## src/rtl/q313_sat_accumulator_if.sv

```systemverilog
// Handshake bundle for the Q3.13 saturating accumulator.
// The input side carries product terms. The output side carries one saturated sum per burst.
interface q313_sat_accumulator_if #(
   parameter int CNT_W = 5
);
   logic             in_valid;
   logic             in_ready;
   logic [15:0]      in_data;
   logic             in_last;
   logic             out_valid;
   logic             out_ready;
   logic [15:0]      out_data;
   logic             out_sat;
   logic [CNT_W-1:0] out_count;

   // The accumulator side.
   modport slave (
      input  in_valid, in_data, in_last, out_ready,
      output in_ready, out_valid, out_data, out_sat, out_count
   );

   // The producer/consumer side that surrounds the accumulator.
   modport master (
      output in_valid, in_data, in_last, out_ready,
      input  in_ready, out_valid, out_data, out_sat, out_count
   );
endinterface

```

## src/rtl/q313_sat_accumulator.sv

```systemverilog
// Streaming saturating accumulator for Q3.13 product terms.
// It sums one burst of terms in a guard-extended accumulator. It then emits the sum clamped to
// Q3.13, a clamp flag and the term count. A result is held until the downstream stage takes it.
module q313_sat_accumulator #(
   parameter int GUARD   = 8,
   parameter int MAX_LEN = 16,
   parameter int CNT_W   = 5
) (
   input  logic                  clk,
   input  logic                  rst,
   q313_sat_accumulator_if.slave bus
);
   localparam int ACC_W = 16 + GUARD;

   localparam logic signed [ACC_W-1:0] SAT_MAX = ACC_W'(32'sd32767);
   localparam logic signed [ACC_W-1:0] SAT_MIN = ACC_W'(-32'sd32768);

   // ACCUM: collecting terms. HOLD: a result is presented on the output.
   typedef enum logic {ACCUM, HOLD} state_t;

   state_t                  state;
   logic signed [ACC_W-1:0] acc;
   logic [CNT_W-1:0]        cnt;
   logic [15:0]             out_data_q;
   logic                    out_sat_q;
   logic [CNT_W-1:0]        out_count_q;

   logic                    out_valid;
   logic                    accept;
   logic                    take;
   logic                    is_final;
   logic [CNT_W-1:0]        cnt_inc;
   logic signed [ACC_W-1:0] sum;
   logic [15:0]             sat_data;
   logic                    sat_flag;

   assign out_valid     = (state == HOLD);
   assign bus.in_ready  = !out_valid || bus.out_ready;
   assign bus.out_valid = out_valid;
   assign bus.out_data  = out_data_q;
   assign bus.out_sat   = out_sat_q;
   assign bus.out_count = out_count_q;

   assign accept   = bus.in_valid && bus.in_ready;
   assign take     = out_valid && bus.out_ready;
   assign cnt_inc  = cnt + CNT_W'(1);
   assign is_final = bus.in_last || (cnt_inc == CNT_W'(MAX_LEN));

   // acc is always zero while a result is held. A beat accepted in the same cycle as a take
   // therefore starts a fresh burst without any extra clearing logic.
   assign sum = acc + {{GUARD{bus.in_data[15]}}, bus.in_data};

   // Clamp the wide running sum to the Q3.13 range and flag any clamping.
   always_comb begin
      // NOTE: give every output a default first so no path leaves it unassigned; that is what infers a latch.
      sat_data = sum[15:0];
      sat_flag = 1'b0;
      if (sum > SAT_MAX) begin
         sat_data = 16'h7FFF;
         sat_flag = 1'b1;
      end else if (sum < SAT_MIN) begin
         sat_data = 16'h8000;
         sat_flag = 1'b1;
      end
   end

   // Burst control: accumulate terms, load the result on the final term, release it on a take.
   always_ff @(posedge clk) begin
      // NOTE: state uses non-blocking assignments so every register samples pre-edge values.
      if (rst) begin
         state       <= ACCUM;
         acc         <= '0;
         cnt         <= '0;
         out_data_q  <= '0;
         out_sat_q   <= 1'b0;
         out_count_q <= '0;
      end else if (accept) begin
         if (is_final) begin
            acc         <= '0;
            cnt         <= '0;
            out_data_q  <= sat_data;
            out_sat_q   <= sat_flag;
            out_count_q <= cnt_inc;
            state       <= HOLD;
         end else begin
            acc <= sum;
            cnt <= cnt_inc;
            if (take) begin
               state <= ACCUM;
            end
         end
      end else if (take) begin
         state <= ACCUM;
      end
   end
endmodule

```

## src/flat_wrapper.sv

```systemverilog
// flat-port wrapper written by rule: the top's interface ports become plain ports
module q313_sat_accumulator_flat 
#(
   parameter int GUARD   = 8,
   parameter int MAX_LEN = 16,
   parameter int CNT_W   = 5
)
  (clk, rst, bus_in_valid, bus_in_data, bus_in_last, bus_out_ready, bus_in_ready, bus_out_valid, bus_out_data, bus_out_sat, bus_out_count);
  q313_sat_accumulator_if #(.CNT_W(CNT_W)) bus_i ();
  input  logic clk;
  input  logic rst;
  input wire logic [$bits(bus_i.in_valid)-1:0] bus_in_valid;
  input wire logic [$bits(bus_i.in_data)-1:0] bus_in_data;
  input wire logic [$bits(bus_i.in_last)-1:0] bus_in_last;
  input wire logic [$bits(bus_i.out_ready)-1:0] bus_out_ready;
  output wire logic [$bits(bus_i.in_ready)-1:0] bus_in_ready;
  output wire logic [$bits(bus_i.out_valid)-1:0] bus_out_valid;
  output wire logic [$bits(bus_i.out_data)-1:0] bus_out_data;
  output wire logic [$bits(bus_i.out_sat)-1:0] bus_out_sat;
  output wire logic [$bits(bus_i.out_count)-1:0] bus_out_count;
  assign bus_i.in_valid = bus_in_valid;
  assign bus_i.in_data = bus_in_data;
  assign bus_i.in_last = bus_in_last;
  assign bus_i.out_ready = bus_out_ready;
  assign bus_in_ready = bus_i.in_ready;
  assign bus_out_valid = bus_i.out_valid;
  assign bus_out_data = bus_i.out_data;
  assign bus_out_sat = bus_i.out_sat;
  assign bus_out_count = bus_i.out_count;
  q313_sat_accumulator #(.GUARD(GUARD), .MAX_LEN(MAX_LEN), .CNT_W(CNT_W)) u_core (.clk(clk), .rst(rst), .bus(bus_i));
endmodule
```

## config.mk

```make
export PLATFORM = sky130hd
export DESIGN_NAME = q313_sat_accumulator_flat
export DESIGN_NICKNAME = d
export VERILOG_FILES = /design/src/rtl/q313_sat_accumulator_if.sv /design/src/rtl/q313_sat_accumulator.sv /design/src/flat_wrapper.sv
export SDC_FILE = /design/constraint.sdc
export NUM_CORES = 1
export LEC_CHECK = 0
export CORE_MARGIN = 5
export CORE_UTILIZATION = 53
export DETAILED_ROUTE_END_ITERATION = 16
export PLACE_DENSITY = 0.77
export SYNTH_ARGS = -nofsm -noshare
export SYNTH_HDL_FRONTEND = slang
export SYNTH_SLANG_ARGS = --single-unit
export TNS_END_PERCENT = 20
```

## constraint.sdc

```tcl
create_clock -name clk -period 3.5 [get_ports clk]
set_input_delay 0.35 -clock clk [delete_from_list [all_inputs] [get_ports clk]]
set_output_delay 0.35 -clock clk [all_outputs]
set_load 0.01 [all_outputs]
```

# Yosys cells after proc, flatten, opt, wreduce, memory -nomap -nowiden
# Cells that the tools add are included.
[classes]
addsub = 2
order_cmp = 2
eq_ne = 1
mux = 9
reduce_logical = 6
[ops]
columns = ["cell", "count"]
rows = [
  ["two-way mux 16 bit", 2],
  ["adder 24 bit", 1],
  ["greater-than comparator 24 x 16 -> 1 bit, second input constant", 1],
  ["less-than comparator 24 x 16 -> 1 bit, second input constant", 1],
  ["two-way mux 24 bit", 1],
  ["adder 5 x 1 -> 5 bit, second input constant", 1],
  ["equality test 5 bit, second input constant", 1],
  ["two-way mux 1 bit", 5],
  ["two-way mux 5 bit", 1],
  ["logical AND 1 bit", 2],
  ["logical OR 1 bit", 2],
  ["AND reduction 2 bit", 1],
  ["logical NOT 1 bit", 1],
]
[word_totals]
register_bits = 52
in_bits = 21
output_inout_bits = 24

# Logic depth before layout (Yosys ltp)
# Gate-level depths: netlist of the first run.
[logic_depth]
depth_word = 5
mapped_depth = 12
ltp_nobuf = 11

# Least setup slack after synthesis of the first run
# Ideal clock, no wire load.
[synth_path]
kind = "input-to-reg"
from = "in bus_in_data[0]"
to = "reg u_core.out_data_q[8], in the netlist u_core.bus.out_data[8]"
setup_time_ps = 80
t_arrival_ps = 2882
required_ps = 3420
setup_slack_ps = 539
path_stages = 12
path_buffers = 1
path_cell_list = "ha_1 -> fa_1 -> a211oi_1 -> o211ai_2 -> nand3_2 -> a21oi_1 -> nor3b_1 -> o311ai_0 -> o41ai_4 -> buf_6 -> nand2_2 -> a211oi_2"
[synth_via]
elab_chain_len = 4
[synth_rtl]
columns = ["item", "line_no", "rtl"]
rows = [
  ["start, declared", "flat_wrapper.sv:13", "input wire logic [$bits(bus_i.in_data)-1:0] bus_in_data;"],
  ["adder 24 bit (*)", "q313_sat_accumulator.sv:51", "assign sum = acc + {{GUARD{bus.in_data[15]}}, bus.in_data};"],
  ["less-than comparator 24 x 16 -> 1 bit", "q313_sat_accumulator.sv:61", "end else if (sum < SAT_MIN) begin"],
  ["two-way mux 16 bit", "q313_sat_accumulator.sv:61", ""],
  ["two-way mux 16 bit (*)", "q313_sat_accumulator.sv:58", "if (sum > SAT_MAX) begin"],
  ["end signal, assigned", "q313_sat_accumulator.sv:81", "out_data_q <= sat_data;"],
  ["end, declared", "q313_sat_accumulator.sv:24", "logic [15:0] out_data_q;"],
]
# Mark *: on every way between the ends. The rest lies on a longest branch, timed or not.
# A chain may end at the register's enable or synchronous reset.

# Worst setup path in the final report of the first run
[layout_path]
from = "in bus_in_data[0]"
to = "reg u_core.out_data_q[4], in the netlist u_core.bus.out_data[4]"
# Same word-level chain as after synthesis.

==> impl_metrics.xml, run 1 <==
<?xml version="1.0" encoding="UTF-8"?>
<metrics>
  <group name="outcome">
    <metric name="status" unit="">complete, no violations</metric>
  </group>
  <group name="floorplan">
    <metric name="floorplan.initialDensity" unit="%">54.29</metric>
    <metric name="rows" unit="">29</metric>
    <metric name="core-area" unit="mm^2">0.006350</metric>
    <metric name="fp.dieArea" unit="mm^2">0.008217</metric>
    <metric name="die_height" unit="um">90.65</metric>
    <metric name="top_level_ports" unit="">45</metric>
    <metric name="dieWidth" unit="um">90.65</metric>
  </group>
  <group name="layout">
    <metric name="syn2layout_area_growth" unit="%">21.96</metric>
    <metric name="post_layout_net_count" unit="">518</metric>
    <metric name="layout_common_cells" unit="">sky130_fd_sc_hd__nor2_1 (58), sky130_fd_sc_hd__dfxtp_1 (52), sky130_fd_sc_hd__clkdlybuf4s50_1 (43)</metric>
    <metric name="drive_above_1_share" unit="%">16.53</metric>
    <metric name="layout.filler_cells" unit="">550</metric>
    <metric name="most_common_cell_after_layout_fill_and_taps_aside" unit="">sky130_fd_sc_hd__nor2_1</metric>
    <metric name="postLayoutCoreUtil" unit="%">66.21</metric>
    <metric name="seqCellArea" unit="mm^2">0.001041</metric>
    <metric name="antenna_cells_inserted" unit="">0</metric>
    <metric name="multi_input_area" unit="mm^2">0.002286</metric>
  </group>
  <group name="setup_path">
    <metric name="timing.rr.end" unit="">u_core.bus.out_data[4]$_SDFFE_PP0P_</metric>
    <metric name="worst-setup-path-type" unit="">in2reg</metric>
    <metric name="timing.critical_path.to_type" unit="">register</metric>
    <metric name="cp.required" unit="ns">3.73</metric>
    <metric name="cp_max_fo" unit="">16</metric>
    <metric name="timing.critical_path.from_type" unit="">input pin</metric>
    <metric name="worst_r2r_path_depth" unit="">12</metric>
    <metric name="worst_ep_arrival_time" unit="ns">3.47</metric>
    <metric name="worst-r2r-setup-slack" unit="ns">0.41</metric>
    <metric name="critical_path.reg2reg.startpoint" unit="">u_core.acc[0]$_SDFFE_PP0P_</metric>
  </group>
  <group name="timing">
    <metric name="grt_setup_unrepaired" unit="">no</metric>
    <metric name="hold_ws" unit="ns">0.4582</metric>
    <metric name="finalCriticalPeriod" unit="ns">3.243</metric>
    <metric name="max_slew.worst_pin.slew" unit="ns">1.038</metric>
    <metric name="setup_slack" unit="ns">0.2568</metric>
    <metric name="timing.final.hold_violations" unit="">0</metric>
    <metric name="timing.final.crit_share" unit="%">92.66</metric>
    <metric name="worst_slew_margin_rel" unit="%">30.77</metric>
    <metric name="timing.fmax" unit="MHz">308.3</metric>
    <metric name="clock_skew" unit="ns">0.008634</metric>
    <metric name="final-setup-viol-count" unit="">0</metric>
    <metric name="finalMaxSlewViolations" unit="">0</metric>
  </group>
  <group name="placed_design">
    <metric name="place.detailed.hpwl" unit="um">6552</metric>
    <metric name="port_buffers" unit="">44</metric>
    <metric name="place_worst_setup_slack" unit="ns">-0.1362</metric>
    <metric name="gpl.final_weighted_congestion" unit="">0.9328</metric>
  </group>
  <group name="clocking">
    <metric name="cts_post_setup_buffers_inserted" unit="">0</metric>
    <metric name="tritoncts_clock_tree" unit="">yes</metric>
    <metric name="htreeDepth" unit="">2</metric>
    <metric name="worst_setup_hold_path_clk_slew" unit="ns">0.11</metric>
    <metric name="clock_latency" unit="ns">0.32</metric>
    <metric name="cts-root-buf" unit="">sky130_fd_sc_hd__clkbuf_8</metric>
    <metric name="number_of_buffers_inserted_during_clock_tree_synthesis" unit="">5</metric>
    <metric name="clock_tree.buffer_depth" unit="">2</metric>
    <metric name="clkSinkCount" unit="">52</metric>
  </group>
  <group name="detailed_routing">
    <metric name="final_routed_wirelength_across_all_metal_layers" unit="um">8998</metric>
    <metric name="vias" unit="">3219</metric>
    <metric name="drt_drc_violations_left" unit="">0</metric>
    <metric name="wl_met1" unit="um">4245</metric>
    <metric name="postRouteAntennaNets" unit="">0</metric>
    <metric name="drt_pass1_iterations" unit="">4</metric>
    <metric name="met2_wirelength" unit="um">4208</metric>
    <metric name="highest_layer" unit="">met4</metric>
    <metric name="avgRoutedWirePerCell" unit="um">16.39</metric>
    <metric name="via_per_inst" unit="">5.863</metric>
    <metric name="met3_length" unit="um">395</metric>
    <metric name="first_iter_violations" unit="">242</metric>
  </group>
  <group name="min_path">
    <metric name="hold_path_depth" unit="">2</metric>
    <metric name="min_from" unit="">u_core.bus.out_count[1]$_SDFFE_PP0P_</metric>
    <metric name="whs_endpoint" unit="">u_core.bus.out_count[1]$_SDFFE_PP0P_</metric>
    <metric name="hold_path.class" unit="">reg2reg</metric>
  </group>
  <group name="global_routing">
    <metric name="grt_first_pass_wirelength" unit="um">14990</metric>
    <metric name="global_route.overflow_total" unit="">0</metric>
    <metric name="grt_pass1_vias" unit="">3122</metric>
    <metric name="grt_max_degree" unit="">53</metric>
    <metric name="initial_antenna_violation_count" unit="">0</metric>
    <metric name="groute.usage.overall" unit="%">21.62</metric>
  </group>
  <group name="power_and_ir_drop">
    <metric name="p_leak" unit="nW">1.674</metric>
    <metric name="peakVddDrop" unit="mV">0.2165</metric>
    <metric name="power_per_unit_of_standard_cell_area" unit="mW/mm^2">368.6</metric>
  </group>
  <group name="yosys">
    <metric name="ff_latch_count_synth" unit="">52</metric>
    <metric name="synthesized_nets" unit="">465</metric>
    <metric name="syn_avg_cell_area" unit="um^2">8.247</metric>
    <metric name="syn_std_cell_area" unit="mm^2">0.003447</metric>
    <metric name="synth_async_sr_flop_share" unit="%">0</metric>
    <metric name="synthesis.instances" unit="">418</metric>
    <metric name="yosys.cell_types.count" unit="">59</metric>
    <metric name="synth_ff_type" unit="">sky130_fd_sc_hd__dfxtp_1</metric>
    <metric name="synth_enable_flop_cells" unit="">0</metric>
    <metric name="ys_seq_area_share" unit="%">30.20</metric>
    <metric name="ys_warn_count" unit="">0</metric>
  </group>
  <group name="job">
    <metric name="maxCapViolCount" unit="">0</metric>
  </group>
</metrics>
-- layout make-up --
cell class | count | area share [%]
timing repair buffer | 72 | 15.95
sequential | 52 | 24.76
inverter | 4 | 0.3571
clock buffer | 5 | 1.637
tap | 77 | 2.292
multi-input combinational | 336 | 54.37
clock inverter | 3 | 0.6250
-- registers in the layout, indices dropped and copies added, names as in the netlist --
register,flops
u_core.acc,24
u_core.bus.out_data,16
u_core.bus.out_count,5
u_core.cnt,5
u_core.bus.out_sat,1
u_core.bus.out_valid,1
-- how the worst max path moves through the flow --
stage                               start                                  end  slack, ns  cells past startpoint
after CTS                  bus_in_data[1]  u_core.bus.out_data[0]$_SDFFE_PP0P_       0.19                     12
after detailed placement   bus_in_data[0]  u_core.bus.out_data[0]$_SDFFE_PP0P_      -0.14                     13
after global placement     bus_in_data[1]  u_core.bus.out_data[2]$_SDFFE_PP0P_      -0.02                     12
final                      bus_in_data[0]  u_core.bus.out_data[4]$_SDFFE_PP0P_       0.26                     13
after global routing      bus_in_data[15]  u_core.bus.out_data[3]$_SDFFE_PP0P_       0.01                     12
after floorplan            bus_in_data[0]  u_core.bus.out_data[8]$_SDFFE_PP0P_       0.54                     12
-- synthesized netlist by cell type, types with 2 or more instances --
cell type                  number  share of area (%)
sky130_fd_sc_hd__a211oi_1      11                2.4
sky130_fd_sc_hd__a211oi_2      10                3.6
sky130_fd_sc_hd__a21o_1         7                1.5
sky130_fd_sc_hd__a21oi_1       40                5.8
sky130_fd_sc_hd__a21oi_2        4                1.0
sky130_fd_sc_hd__a22oi_1       16                3.5
sky130_fd_sc_hd__a41oi_1        2               0.51
sky130_fd_sc_hd__and2_1         4               0.73
sky130_fd_sc_hd__and3_1         2               0.36
sky130_fd_sc_hd__and4_1         2               0.51
sky130_fd_sc_hd__buf_2          7                1.0
sky130_fd_sc_hd__buf_4          2               0.44
sky130_fd_sc_hd__clkbuf_1      15                1.6
sky130_fd_sc_hd__dfxtp_1       52                 30
sky130_fd_sc_hd__ha_1          25                9.1
sky130_fd_sc_hd__inv_1          4               0.44
sky130_fd_sc_hd__mux2i_1        2               0.58
sky130_fd_sc_hd__nand2_1       38                4.1
sky130_fd_sc_hd__nand2_2       10                1.8
sky130_fd_sc_hd__nand2b_1       2               0.36
sky130_fd_sc_hd__nand3_1       17                2.5
sky130_fd_sc_hd__nand3b_1       2               0.44
sky130_fd_sc_hd__nand4_1        6                1.1
sky130_fd_sc_hd__nor2_1        58                6.3
sky130_fd_sc_hd__nor3_1        11                1.6
sky130_fd_sc_hd__nor3b_1        3               0.65
sky130_fd_sc_hd__o211ai_1       4               0.87
sky130_fd_sc_hd__o211ai_2       2               0.73
sky130_fd_sc_hd__o21ai_0        7                1.0
sky130_fd_sc_hd__o21ai_1        3               0.44
sky130_fd_sc_hd__o21ai_4        2               0.94
sky130_fd_sc_hd__o21bai_1       3               0.65
sky130_fd_sc_hd__xnor2_1        9                2.3
sky130_fd_sc_hd__xor2_1        11                2.8
-- cell families after synthesis --
group,Yosys count,synth area share [%]
AND/OR/NAND/NOR,163,22.43
adder cells (fa/ha/maj),26,9.655
AO/OA/AOI/OAI,124,27.62
buffers and inverters,30,3.956
multiplexers,2,0.5808
XOR/XNOR,21,5.554
flip-flops,52,30.20
-- power by group --
part / internal, mW / switching (mW) / total, mW
clock network: 0.146 / 0.230 / 0.376
logic: 0.234 / 0.292 / 0.525
registers: 0.627 / 0.0209 / 0.648
-- per-stage QoR --
step                instances  cell area [um^2]  power [mW]  TNS, ns
floorplan                 418              3447      0.9965        0
global placement          541              4093       1.166  -0.1544
detailed placement        541              4093       1.176   -1.722
CTS                       549              4188       1.552        0
global route              549              4204       1.631        0
finish                    549              4204       1.549        0
-- critical path, stage by stage --
cell and delay [ns]:
sky130_fd_sc_hd__clkdlybuf4s50_1 0.41, sky130_fd_sc_hd__ha_1 0.23, sky130_fd_sc_hd__fa_1 0.43, sky130_fd_sc_hd__a211oi_2 0.31, sky130_fd_sc_hd__o211ai_2 0.13, sky130_fd_sc_hd__nand3_2 0.13
sky130_fd_sc_hd__a211oi_2 0.10, sky130_fd_sc_hd__o21ai_0 0.27, sky130_fd_sc_hd__o311ai_0 0.28, sky130_fd_sc_hd__o41ai_4 0.32, sky130_fd_sc_hd__buf_12 0.20, sky130_fd_sc_hd__nand2_1 0.06
sky130_fd_sc_hd__a211oi_1 0.24
-- metal layers --
metal / up-vias / global-route usage (%)
met5: - / 0
met4: 0 / 5.955
met3: 12 / 4.667
met2: 79 / 35.11
met1: 1506 / 28.81
li1: 1622 / -
-- what timing repair did --
item / 4_1_cts / 5_1_grt
endpoints found under the hold margin: 0 / 0
hold buffers: 0 / 0
setup endpoints to repair: 0 / 7
resized for setup: 0 / 4
Note: power is estimated with default switching activity, not from simulation.
==> inputs of run 2 (changes only) <==
--- a/config.mk
+++ b/config.mk
@@ -7,2 +7,3 @@
 export LEC_CHECK = 0
+export CORE_ASPECT_RATIO = 1.1
 export CORE_MARGIN = 5
--- a/constraint.sdc
+++ b/constraint.sdc
@@ -3,2 +3,2 @@
 set_output_delay 0.35 -clock clk [all_outputs]
-set_load 0.01 [all_outputs]
+set_load 0.005 [all_outputs]
==> impl_metrics.xml, run 2 (synthesized netlist as in run 1, its figures left out) <==
<?xml version="1.0" encoding="UTF-8"?>
<metrics>
  <group name="outcome">
    <metric name="status" unit="">complete, no violations</metric>
  </group>
  <group name="detailed_routing">
    <metric name="avgRoutedWirePerCell" unit="um">16.63</metric>
    <metric name="via_per_inst" unit="">5.871</metric>
    <metric name="final_routed_wirelength_across_all_metal_layers" unit="um">9265</metric>
    <metric name="first_iter_violations" unit="">156</metric>
    <metric name="drt_pass1_iterations" unit="">4</metric>
    <metric name="vias" unit="">3270</metric>
    <metric name="postRouteAntennaNets" unit="">0</metric>
    <metric name="drt_drc_violations_left" unit="">0</metric>
  </group>
  <group name="clocking">
    <metric name="number_of_buffers_inserted_during_clock_tree_synthesis" unit="">5</metric>
    <metric name="clock_tree.buffer_depth" unit="">2</metric>
    <metric name="tritoncts_clock_tree" unit="">yes</metric>
    <metric name="worst_setup_hold_path_clk_slew" unit="ns">0.10</metric>
    <metric name="clock_latency" unit="ns">0.31</metric>
    <metric name="clkSinkCount" unit="">52</metric>
    <metric name="cts_hold_buf" unit="">0</metric>
    <metric name="htreeDepth" unit="">2</metric>
    <metric name="cts-root-buf" unit="">sky130_fd_sc_hd__clkbuf_8</metric>
  </group>
  <group name="power_and_ir_drop">
    <metric name="peakVddDrop" unit="mV">0.2685</metric>
    <metric name="power_per_unit_of_standard_cell_area" unit="mW/mm^2">362.7</metric>
    <metric name="p_leak" unit="nW">1.700</metric>
  </group>
  <group name="setup_path">
    <metric name="worst_ep_arrival_time" unit="ns">3.48</metric>
    <metric name="timing.critical_path.from_type" unit="">input pin</metric>
    <metric name="timing.critical_path.to_type" unit="">register</metric>
    <metric name="cp.required" unit="ns">3.72</metric>
    <metric name="worst-setup-path-type" unit="">in2reg</metric>
    <metric name="critical_path.reg2reg.startpoint" unit="">u_core.acc[0]$_SDFFE_PP0P_</metric>
    <metric name="timing.rr.end" unit="">u_core.bus.out_data[5]$_SDFFE_PP0P_</metric>
    <metric name="worst_r2r_path_depth" unit="">12</metric>
    <metric name="worst-r2r-setup-slack" unit="ns">0.42</metric>
    <metric name="cp_max_fo" unit="">16</metric>
  </group>
  <group name="job">
    <metric name="maxCapViolCount" unit="">0</metric>
  </group>
  <group name="global_routing">
    <metric name="global_route_hottest_layer" unit="">met2</metric>
    <metric name="gr-usage-met3" unit="%">4.538</metric>
    <metric name="groute.usage.overall" unit="%">22.86</metric>
    <metric name="global_route.overflow_total" unit="">0</metric>
    <metric name="grt_max_degree" unit="">53</metric>
    <metric name="grtUsageMet1" unit="%">30.65</metric>
    <metric name="grt_pass1_vias" unit="">3295</metric>
    <metric name="grt_first_pass_wirelength" unit="um">15390</metric>
    <metric name="initial_antenna_violation_count" unit="">0</metric>
    <metric name="met2_usage" unit="%">36.58</metric>
  </group>
  <group name="placed_design">
    <metric name="gpl.final_weighted_congestion" unit="">0.9911</metric>
    <metric name="dp_cells" unit="">549</metric>
    <metric name="placed_cell_area" unit="mm^2">0.004134</metric>
    <metric name="port_buffers" unit="">44</metric>
    <metric name="place_worst_setup_slack" unit="ns">-0.1033</metric>
    <metric name="place.detailed.hpwl" unit="um">6905</metric>
  </group>
  <group name="layout">
    <metric name="layout_common_cells" unit="">sky130_fd_sc_hd__nor2_1 (58), sky130_fd_sc_hd__dfxtp_1 (52), sky130_fd_sc_hd__clkdlybuf4s50_1 (43)</metric>
    <metric name="stdcell_area" unit="mm^2">0.004229</metric>
    <metric name="drive_above_1_share" unit="%">16.77</metric>
    <metric name="syn2layout_area_growth" unit="%">22.69</metric>
    <metric name="largest_register_ffs" unit="">24</metric>
    <metric name="largest-register" unit="">u_core.acc</metric>
    <metric name="antenna_cells_inserted" unit="">0</metric>
    <metric name="layoutNonFillerInstCount" unit="">557</metric>
    <metric name="most_common_cell_after_layout_fill_and_taps_aside" unit="">sky130_fd_sc_hd__nor2_1</metric>
    <metric name="post_layout_net_count" unit="">523</metric>
  </group>
  <group name="min_path">
    <metric name="hold_path_depth" unit="">2</metric>
    <metric name="min_from" unit="">u_core.acc[2]$_SDFFE_PP0P_</metric>
    <metric name="whs_endpoint" unit="">u_core.acc[2]$_SDFFE_PP0P_</metric>
    <metric name="hold_path.class" unit="">reg2reg</metric>
  </group>
  <group name="floorplan">
    <metric name="die_height" unit="um">94.58</metric>
    <metric name="rows" unit="">30</metric>
    <metric name="floorplan.initialDensity" unit="%">54.99</metric>
    <metric name="core-area" unit="mm^2">0.006269</metric>
    <metric name="dieWidth" unit="um">86.90</metric>
    <metric name="top_level_ports" unit="">45</metric>
    <metric name="fp.dieArea" unit="mm^2">0.008219</metric>
  </group>
  <group name="timing">
    <metric name="grt_setup_unrepaired" unit="">no</metric>
    <metric name="timing.fmax" unit="MHz">306.1</metric>
    <metric name="timing.final.crit_share" unit="%">93.33</metric>
    <metric name="max_slew.worst_pin.slew" unit="ns">1.031</metric>
    <metric name="worst_slew_margin_rel" unit="%">31.24</metric>
    <metric name="final-setup-viol-count" unit="">0</metric>
    <metric name="finalCriticalPeriod" unit="ns">3.267</metric>
    <metric name="setup_slack" unit="ns">0.2335</metric>
    <metric name="clock_skew" unit="ns">0.005505</metric>
    <metric name="timing.final.hold_violations" unit="">0</metric>
    <metric name="finalMaxSlewViolations" unit="">0</metric>
    <metric name="tns" unit="ns">0</metric>
  </group>
</metrics>
-- run 2: metal layers --
layer	routed length [um]	up-vias	share of wire, %
met2	4358	75	47
met1	4292	1545	46
met4	191	0	2.1
met5	0	-	0
li1	-	1632	-
met3	423	18	4.6
-- run 2: critical path, cell delays in order --
cell and delay (ns):
sky130_fd_sc_hd__clkdlybuf4s50_1 0.50, sky130_fd_sc_hd__buf_4 0.19, sky130_fd_sc_hd__ha_1 0.35, sky130_fd_sc_hd__buf_4 0.16, sky130_fd_sc_hd__and4_1 0.21, sky130_fd_sc_hd__nand3_1 0.10, sky130_fd_sc_hd__o41ai_1 0.08, sky130_fd_sc_hd__a211oi_1 0.16
sky130_fd_sc_hd__nor3b_1 0.27, sky130_fd_sc_hd__o311ai_0 0.26, sky130_fd_sc_hd__o41ai_4 0.32, sky130_fd_sc_hd__buf_12 0.20, sky130_fd_sc_hd__nand2_1 0.07, sky130_fd_sc_hd__a211oi_1 0.25
-- run 2: through the flow --
step | hold WS [ns] | total power, mW | util (%)
2_1_floorplan | 0.4356 | 0.9889 | -
3_3_place_gp | 0.4457 | 1.170 | 65.95
3_5_place_dp | 0.4519 | 1.181 | 65.95
4_1_cts | 0.4661 | 1.534 | 67.33
5_1_grt | 0.4923 | 1.616 | 67.47
6_report | 0.4653 | 1.534 | 67.47
-- run 2: what timing repair did --
action,CTS,global route
buffers inserted,0,0
resized for setup,0,2
endpoints found under the setup margin,0,10
-- run 2: worst max-delay path by stage --
stage | start | to | slack (ns) | depth (start not counted)
global placement | bus_in_data[0] | u_core.bus.out_data[0]$_SDFFE_PP0P_ | 0.003 | 13
floorplan | bus_in_data[0] | u_core.bus.out_data[8]$_SDFFE_PP0P_ | 0.54 | 12
CTS | bus_in_data[0] | u_core.bus.out_data[5]$_SDFFE_PP0P_ | 0.22 | 13
finish | bus_in_data[15] | u_core.bus.out_data[5]$_SDFFE_PP0P_ | 0.23 | 14
detailed placement | bus_in_data[0] | u_core.bus.out_data[4]$_SDFFE_PP0P_ | -0.10 | 13
global route | bus_in_data[15] | u_core.bus.out_data[1]$_SDFFE_PP0P_ | 0.009 | 13
-- run 2: power by group --
group          internal (mW)  total [mW]  leakage [nW]  switching, mW
Clock                  0.143       0.356        0.0456          0.213
Combinational          0.239       0.529          1.23          0.291
Sequential             0.627       0.648         0.426         0.0209
-- run 2: cell type report --
type / instances / area, um^2
repair buffers: 77 / 708.2
clock buffers: 6 / 72.57
inverters: 4 / 15.01
fillers: 517 / 2039
clock inverters: 2 / 13.76
multi-input cells: 336 / 2278
flip-flops and latches: 52 / 1041
well taps: 80 / 100.1
==> inputs of run 3 (changes only) <==
Settings changed: CTS_CLUSTER_SIZE set to 8, SKIP_CTS_REPAIR_TIMING set to 1.
==> results of run 3 <==
The final DEF is identical to that of run 2; final timing and power are the same.
